==> src/rtl/mips32_run_monitor.sv <==
// mips32_run_monitor: run-control and performance monitor for the MIPS32 pipeline.
// Watches IF fetch and MEM store taps, counts cycles/fetches/stalls, detects
// program end (mailbox store, cycle timeout, halt opcode + drain) and latches a
// pass/fail verdict.
// Optional feature macro: MON_TRACE_EN builds a circular PC trace buffer.
module mips32_run_monitor #(
  parameter int unsigned CNT_W          = 32,
  parameter int unsigned TIMEOUT_CYCLES = 100000,
  parameter int unsigned DRAIN_CYCLES   = 5,
  parameter logic [31:0] HALT_INSN      = 32'hFFFF_FFFF,
  parameter logic [31:0] TOHOST_ADDR    = 32'h0000_FFF0,
  parameter int unsigned TRACE_DEPTH    = 8
) (
  input  logic                           Clk,
  input  logic                           Reset,
  input  logic                           PC_Enable,
  input  logic [31:0]                    Next_PC_IF,
  input  logic [31:0]                    Instruction_IF,
  input  logic                           MemWrite_MEM,
  input  logic [31:0]                    ALU_Result_MEM,
  input  logic [31:0]                    Write_Data_MUX_MEM,
  input  logic [$clog2(TRACE_DEPTH)-1:0] Trace_Idx,
  output logic [CNT_W-1:0]               Cycle_Count,
  output logic [CNT_W-1:0]               Fetch_Count,
  output logic [CNT_W-1:0]               Stall_Count,
  output logic                           Done,
  output logic                           Pass,
  output logic                           Timeout,
  output logic [31:0]                    Exit_Code,
  output logic [31:0]                    Trace_PC
);

  localparam int unsigned IDX_W   = $clog2(TRACE_DEPTH);
  localparam int unsigned DRAIN_W = (DRAIN_CYCLES > 0) ? $clog2(DRAIN_CYCLES + 1) : 1;

  typedef enum logic [1:0] {
    ST_RUN   = 2'd0,
    ST_DRAIN = 2'd1,
    ST_DONE  = 2'd2
  } state_t;

  state_t             state_q, state_d;
  logic [DRAIN_W-1:0] drain_q, drain_d;
  logic [CNT_W-1:0]   cycle_q, cycle_d;
  logic [CNT_W-1:0]   fetch_q, fetch_d;
  logic [CNT_W-1:0]   stall_q, stall_d;
  logic               done_q, done_d;
  logic               pass_q, pass_d;
  logic               timeout_q, timeout_d;
  logic [31:0]        exit_q, exit_d;

  logic [CNT_W-1:0]   cycle_inc;
  logic               mailbox_hit;
  logic               timeout_hit;
  logic               halt_hit;
  logic               trace_we;

  // Saturating increment shared by all performance counters.
  function automatic logic [CNT_W-1:0] sat_inc(input logic [CNT_W-1:0] v);
    return (&v) ? v : v + CNT_W'(1);
  endfunction

  // State and result registers; synchronous reset clears everything.
  always_ff @(posedge Clk) begin
    if (Reset) begin
      state_q   <= ST_RUN;
      drain_q   <= '0;
      cycle_q   <= '0;
      fetch_q   <= '0;
      stall_q   <= '0;
      done_q    <= 1'b0;
      pass_q    <= 1'b0;
      timeout_q <= 1'b0;
      exit_q    <= '0;
    end else begin
      state_q   <= state_d;
      drain_q   <= drain_d;
      cycle_q   <= cycle_d;
      fetch_q   <= fetch_d;
      stall_q   <= stall_d;
      done_q    <= done_d;
      pass_q    <= pass_d;
      timeout_q <= timeout_d;
      exit_q    <= exit_d;
    end
  end

  // Next-state, counter and verdict logic; end events resolved by priority.
  always_comb begin
    state_d     = state_q;
    drain_d     = drain_q;
    cycle_d     = cycle_q;
    fetch_d     = fetch_q;
    stall_d     = stall_q;
    done_d      = done_q;
    pass_d      = pass_q;
    timeout_d   = timeout_q;
    exit_d      = exit_q;
    trace_we    = 1'b0;

    cycle_inc   = sat_inc(cycle_q);
    mailbox_hit = MemWrite_MEM && (ALU_Result_MEM == TOHOST_ADDR);
    timeout_hit = (cycle_inc == CNT_W'(TIMEOUT_CYCLES));
    halt_hit    = PC_Enable && (Instruction_IF == HALT_INSN);

    case (state_q)
      ST_RUN, ST_DRAIN: begin
        // The terminating cycle is still counted.
        cycle_d  = cycle_inc;
        trace_we = PC_Enable;
        if (PC_Enable) fetch_d = sat_inc(fetch_q);
        else           stall_d = sat_inc(stall_q);

        if (mailbox_hit) begin
          state_d   = ST_DONE;
          done_d    = 1'b1;
          exit_d    = Write_Data_MUX_MEM;
          pass_d    = (Write_Data_MUX_MEM == 32'd1);
          timeout_d = 1'b0;
        end else if (timeout_hit) begin
          state_d   = ST_DONE;
          done_d    = 1'b1;
          timeout_d = 1'b1;
          pass_d    = 1'b0;
          exit_d    = '0;
        end else if (state_q == ST_RUN) begin
          if (halt_hit) begin
            if (DRAIN_CYCLES == 0) begin
              state_d = ST_DONE;
              done_d  = 1'b1;
              pass_d  = 1'b1;
              exit_d  = '0;
            end else begin
              state_d = ST_DRAIN;
              drain_d = DRAIN_W'(DRAIN_CYCLES);
            end
          end
        end else begin
          // DRAIN: halt fetches ignored; retire after the counter runs out.
          if (drain_q == '0) begin
            state_d = ST_DONE;
            done_d  = 1'b1;
            pass_d  = 1'b1;
            exit_d  = '0;
          end else begin
            drain_d = drain_q - DRAIN_W'(1);
          end
        end
      end
      default: begin
        state_d = ST_DONE;
      end
    endcase
  end

  assign Cycle_Count = cycle_q;
  assign Fetch_Count = fetch_q;
  assign Stall_Count = stall_q;
  assign Done        = done_q;
  assign Pass        = pass_q;
  assign Timeout     = timeout_q;
  assign Exit_Code   = exit_q;

`ifdef MON_TRACE_EN
  logic [31:0]      trace_mem [TRACE_DEPTH];
  logic [IDX_W-1:0] wptr_q;
  logic [IDX_W-1:0] rd_idx;

  // Circular PC trace; pointer wraps naturally since depth is a power of 2.
  always_ff @(posedge Clk) begin
    if (Reset) begin
      wptr_q <= '0;
      for (int i = 0; i < TRACE_DEPTH; i++) trace_mem[i] <= '0;
    end else if (trace_we) begin
      trace_mem[wptr_q] <= Next_PC_IF;
      wptr_q            <= wptr_q + IDX_W'(1);
    end
  end

  // Index 0 selects the most recent entry.
  always_comb begin
    rd_idx   = wptr_q - IDX_W'(1) - Trace_Idx;
    Trace_PC = trace_mem[rd_idx];
  end
`else
  logic unused_trace;

  // No trace buffer: readout is tied low and the trace inputs are unused.
  always_comb begin
    unused_trace = ^{Trace_Idx, Next_PC_IF, trace_we};
    Trace_PC     = '0;
  end
`endif

endmodule
==> config.mk <==
export PLATFORM = sky130hd
export DESIGN_NAME = mips32_run_monitor
export DESIGN_NICKNAME = d
export VERILOG_FILES = /design/src/rtl/mips32_run_monitor.sv
export SDC_FILE = /design/constraint.sdc
export NUM_CORES = 1
export LEC_CHECK = 0
export BUFFER_PORTS_ARGS = -buffer_cell sky130_fd_sc_hd__buf_4
export CAP_MARGIN = 20
export CORE_MARGIN = 1
export CORE_UTILIZATION = 48
export DETAILED_ROUTE_END_ITERATION = 8
export PLACE_DENSITY_LB_ADDON = 0.12
export SYNTH_ARGS = -nofsm -noshare
export SYNTH_HDL_FRONTEND = slang
export SYNTH_SLANG_ARGS = --single-unit
==> constraint.sdc <==
create_clock -name Clk -period 3.4 [get_ports Clk]
set_input_delay 0.68 -clock Clk [delete_from_list [all_inputs] [get_ports Clk]]
set_output_delay 0.68 -clock Clk [all_outputs]
set_load 0.01 [all_outputs]
# Word-level counts from Yosys, hierarchy flattened
# Cells that the tools add are included.
[totals]
reg_bits = 136
in_bits = 135
out_inout_bits = 163
wordCells = 71
[classes]
n_addsub = 4
eq_ne = 10
mux = 22
n_bitwise = 6
n_reduce_logical = 19
[ops]
columns = ["cell", "count"]
rows = [
  ["$mux 32", 5],
  ["$add 32x1->32 const B", 3],
  ["$reduce_and 32->1", 3],
  ["$eq 32x1->1 const B", 1],
  ["$eq 32x16->1 const B", 1],
  ["$eq 32x17->1 const B", 1],
  ["$eq 32x32->1 const B", 1],
  ["$mux 2", 6],
  ["$ne 5x5->1 const B", 2],
  ["$mux 3", 3],
  ["$reduce_and 3->1", 3],
  ["$mux 1", 8],
  ["$not 1->1", 6],
  ["$reduce_and 2->1", 3],
  ["$reduce_and 5->1", 1],
  ["$ne 2x2->1 const B", 2],
  ["$reduce_bool 2->1", 2],
  ["$reduce_or 4->1", 1],
  ["$logic_not 3->1", 1],
  ["$ne 3x3->1 const B", 1],
  ["$reduce_bool 3->1", 1],
  ["$sub 3x1->3 const B", 1],
  ["$eq 2x1->1 const B", 1],
  ["$logic_and 1x1->1", 2],
  ["other kinds (2)", 2],
]

# Logic depth before layout (Yosys ltp)
[logic_depth]
word_depth = 7
depth_mapped = 13
ltp_nobuf = 10

# Least setup slack after synthesis
# No wires, ideal clock.
[synth_path]
path_kind = "flip-flop to flip-flop"
from = "register cycle_q[4], in the netlist Cycle_Count[4]"
to = "register exit_q[10], in the netlist Exit_Code[10]"
setup_time_ps = 117
t_arrival_ps = 3005
required_ps = 3283
setup_slack_ps = 278
stages_incl_launch_ff = 12
path_buffers = 2
path_cell_list = "dfxtp_1 > buf_2 > nand3_1 > or4_1 > nor4_2 > nand3_1 > xnor2_1 > or4_4 > nor3_4 > o31ai_2 > buf_6 > a22o_1"
[synth_between]
elab_chain_len = 5
elab_cells_between_ends = 9
classes_between = "add/sub: 1; eq/ne: 2; mux: 3; reduce/logical: 3"
[synth_rtl]
columns = ["element", "line", "text"]
rows = [
  ["from (decl)", "44", "logic [CNT_W-1:0] cycle_q, cycle_d;"],
  ["from (signal assigned)", "78", "cycle_q <= cycle_d;"],
  ["$add 32x1->32 / $reduce_and 32->1 (equally long branches)", "60", "return (&v) ? v : v + CNT_W'(1);"],
  ["$mux 32 *", "60", ""],
  ["$eq 32x17->1 *", "103", "timeout_hit = (cycle_inc == CNT_W'(TIMEOUT_CYCLES));"],
  ["$ne 3x3->1 (no source line) (tied with other cells)", "-", ""],
  ["$reduce_and 3->1 (no source line) / $mux 32 (equally long branches)", "-", ""],
  ["to (signal assigned)", "84", "exit_q <= exit_d;"],
  ["to (decl)", "50", "logic [31:0] exit_q, exit_d;"],
]
# Mark *: on every way between the ends. The rest lies on a longest branch, timed or not.
# A chain may end at the register's enable or synchronous reset.

# Worst setup path after layout
[layout_path]
from = "register cycle_q[0], in the netlist Cycle_Count[0]"
to = "register exit_q[31], in the netlist Exit_Code[31]"
# The elaborated chain is that of the path after synthesis.

==> results.txt <==
Max Clock Skew: 0.00783 ns
crit-path cells: buf_4 -> nand3_1 -> or4_1 -> nor3_1 -> xnor2_1 -> a31oi_1 -> or4_4 -> nor3_4 -> o31ai_4 -> buf_12 -> a22o_1
most frequent cells in the layout: buf_4 (266), dfxtp_1 (136), nor2_1 (113), nand2_1 (64), xor2_1 (58)
Critical Path RT: 3.71 ns
drt pass-1 iters: 5
Buf/Inv on CP: 2
Netlist cell types: 57
Pwr Density: 407 mW/mm²
Critical Path AT: 3.57 ns
Die Span Y: 122 µm
vias per cell: 5.33
global-route wire length before repair: 30.2 mm
Crit. End Element: flop
Area after DPL: 0.00881 mm²
initial antenna violation count: 0
Initial Utilization: 0.495
share of layout cells above drive strength 1: 0.293
largest net degree at the start of global routing: 61
buffers added on ports: 230
H-tree Lvls: 4
Hold Path Class: reg2reg
die area: 0.0148 mm²
Sum Neg Setup Slack: 0 ns
Reg clk slew, reported paths: 0.06 ns
CTS Buffer Depth: 2
Post-synth EDFFs: 0
vias in the first global route: 6142
sequential-to-total area share from yosys stat: 0.395
CORE AREA: 0.0139 mm²
die width: 122 µm
achievable frequency: 0.307 GHz
leak pwr: 4.00 nW
max-slew violation count: 0
TritonCTS Buffers: 17
Ys Warns: 0
DRT antenna net count: 0
Root Buffer: clkbuf_16
DP HPWL: 13.9 mm
CP Class: reg2reg
Least-Margin Pin Slew: 0.834 ns
post-synthesis register bit count: 136
Placer Congestion: 0.891
CTS tree: yes
Tot GR Track Use: 0.255
GR Overflow Total: 0
net count reported at finish: 1200
DRT Wirelength: 18.8 mm
Avg Inst Size Synth: 8.49 µm²
ant diodes: 0
Worst-Skew Late Latency: 0.42 ns
period utilization: 0.959
DR WL/cell: 15.0 µm
type of origin of the critical path: flop
Max FO, Critical Path: 31
Setup violations, final: 0
# IOs: 298
CTS Sinks: 136
area of the mapped netlist: 0.00689 mm²
row cnt: 43
Worst path max stage delay: 0.63 ns
unrepaired setup endpoints after global routing: false
Max IR drop VDD: 0.000313 V
Final min period: 3.26 ns
commonest non-fill, non-tap cell in the layout: buf_4
Max-slew headroom: 0.438
Synth Instances: 812
total vias in the final route: 6681
ys async rst share: 0
Initial DRC Count: 362
Layout area overhead: 37.7%
crit-path leading delay family: simple AND/OR/NAND/NOR gates
max cap viols: 0
final hold violation count: 0
status: finished clean
ys flop type: dfxtp_1
critical path's slowest cell: or4_1
Residual DRC: 0
cell area after layout: 0.00949 mm²
hold_buf cts: 0
[kinds of logic (layout without fill, tap and decap cells)]
group | after synthesis | count (layout) | synth area share
AND/OR/NAND/NOR | 396 | 396 | 0.301
flip-flops | 136 | 136 | 0.395
AO/OA/AOI/OAI | 93 | 93 | 0.0964
XOR/XNOR | 93 | 93 | 0.118
buffers and inverters | 84 | 314 | 0.0737
adder cells (fa/ha/maj) | 5 | 5 | 0.00908
multiplexers | 4 | 4 | 0.00581
other | 1 | 32 | 0.000544
[timing repair]
action,CTS,global route
resized for setup,0,4
setup endpoints to repair,0,38
buffers inserted,0,0
hold endpoints to repair,0,0
[synthesized netlist by cell type, types with 4 or more instances]
master	number	area, µm²
ha_1	5	62.6
inv_1	15	56.3
dfxtp_1	136	2720
xnor2_1	35	307
nor4_1	18	113
a22o_1	33	289
nand2_1	64	240
and4_1	6	52.6
nor3_1	21	105
or4_1	4	30.0
and2_1	9	56.3
o21ai_0	17	85.1
and3_1	19	119
clkbuf_1	18	67.6
nor2_1	113	424
a31oi_1	4	25.0
a21oi_1	18	90.1
buf_2	7	35.0
mux2i_1	4	40.0
or3_1	18	113
buf_4	39	293
buf_6	5	56.3
xor2_1	58	508
nand3_1	55	275
nand4_1	40	250
[metrics by stage]
step / setup slack (ns) / utilization / hold slack (ns) / std cells / power (W)
2_1_floorplan: 0.278 / - / 0.470 / 843 / 0.00175
3_5_place_dp: 0.150 / 0.632 / 0.466 / 1221 / 0.00185
4_1_cts: 0.133 / 0.679 / 0.467 / 1253 / 0.00390
3_3_place_gp: 0.185 / 0.632 / 0.462 / 1221 / 0.00185
5_1_grt: 0.00409 / 0.681 / 0.471 / 1253 / 0.00399
6_report: 0.138 / 0.681 / 0.478 / 1253 / 0.00387
[final timing paths]
| check | from | endpoint | slack [ns] | cells past startpoint |
|---|---|---|---|---|
| worst max-delay path | Cycle_Count[0] | Exit_Code[31] | 0.14 | 11 |
| worst min-delay path | Exit_Code[14] | Exit_Code[14] | 0.48 | 1 |
| worst max register to register | Cycle_Count[0] | Exit_Code[31] | 0.14 | 11 |
| worst min register to register | Exit_Code[14] | Exit_Code[14] | 0.48 | 1 |
[state kept, by name, indices dropped and copies added (netlist names)]
name	flops
Fetch_Count	32
Exit_Code	32
Done	1
state_q	2
drain_q	3
Timeout	1
Stall_Count	32
Pass	1
Cycle_Count	32
[where the power goes]
group | leakage [nW] | internal [W] | switching (W)
combinational | 2.60 | 0.000109 | 0.0000969
clock | 0.309 | 0.00131 | 0.000734
sequential | 1.10 | 0.00160 | 0.0000111
[area by class of cell]
class                      instances  area [µm²]
timing repair buffer             267        2020
multi-input combinational        623        3820
clock inverter                    13         218
inverter                          15        56.3
clock buffer                      19         433
sequential                       136        2720
fill                            1195        4440
tap                              180         225
[per-layer routing]
| layer | track usage | up-vias | wire length, µm |
|---|---|---|---|
| met2 | 0.417 | 212 | 9130 |
| met4 | 0.0756 | 0 | 237 |
| met5 | 0 | - | 0 |
| li1 | - | 3313 | - |
| met1 | 0.333 | 3134 | 8170 |
| met3 | 0.0618 | 22 | 1220 |
[worst register-to-register path, stage by stage (launching register included)]
cell and delay (ns):
dfxtp_1 0.38, buf_4 0.17, nand3_1 0.11, or4_1 0.63
nor3_1 0.34, xnor2_1 0.17, a31oi_1 0.13, or4_4 0.45
nor3_4 0.24, o31ai_4 0.09, buf_12 0.19, a22o_1 0.26
No activity file was read; power rests on OpenSTA's default activity.
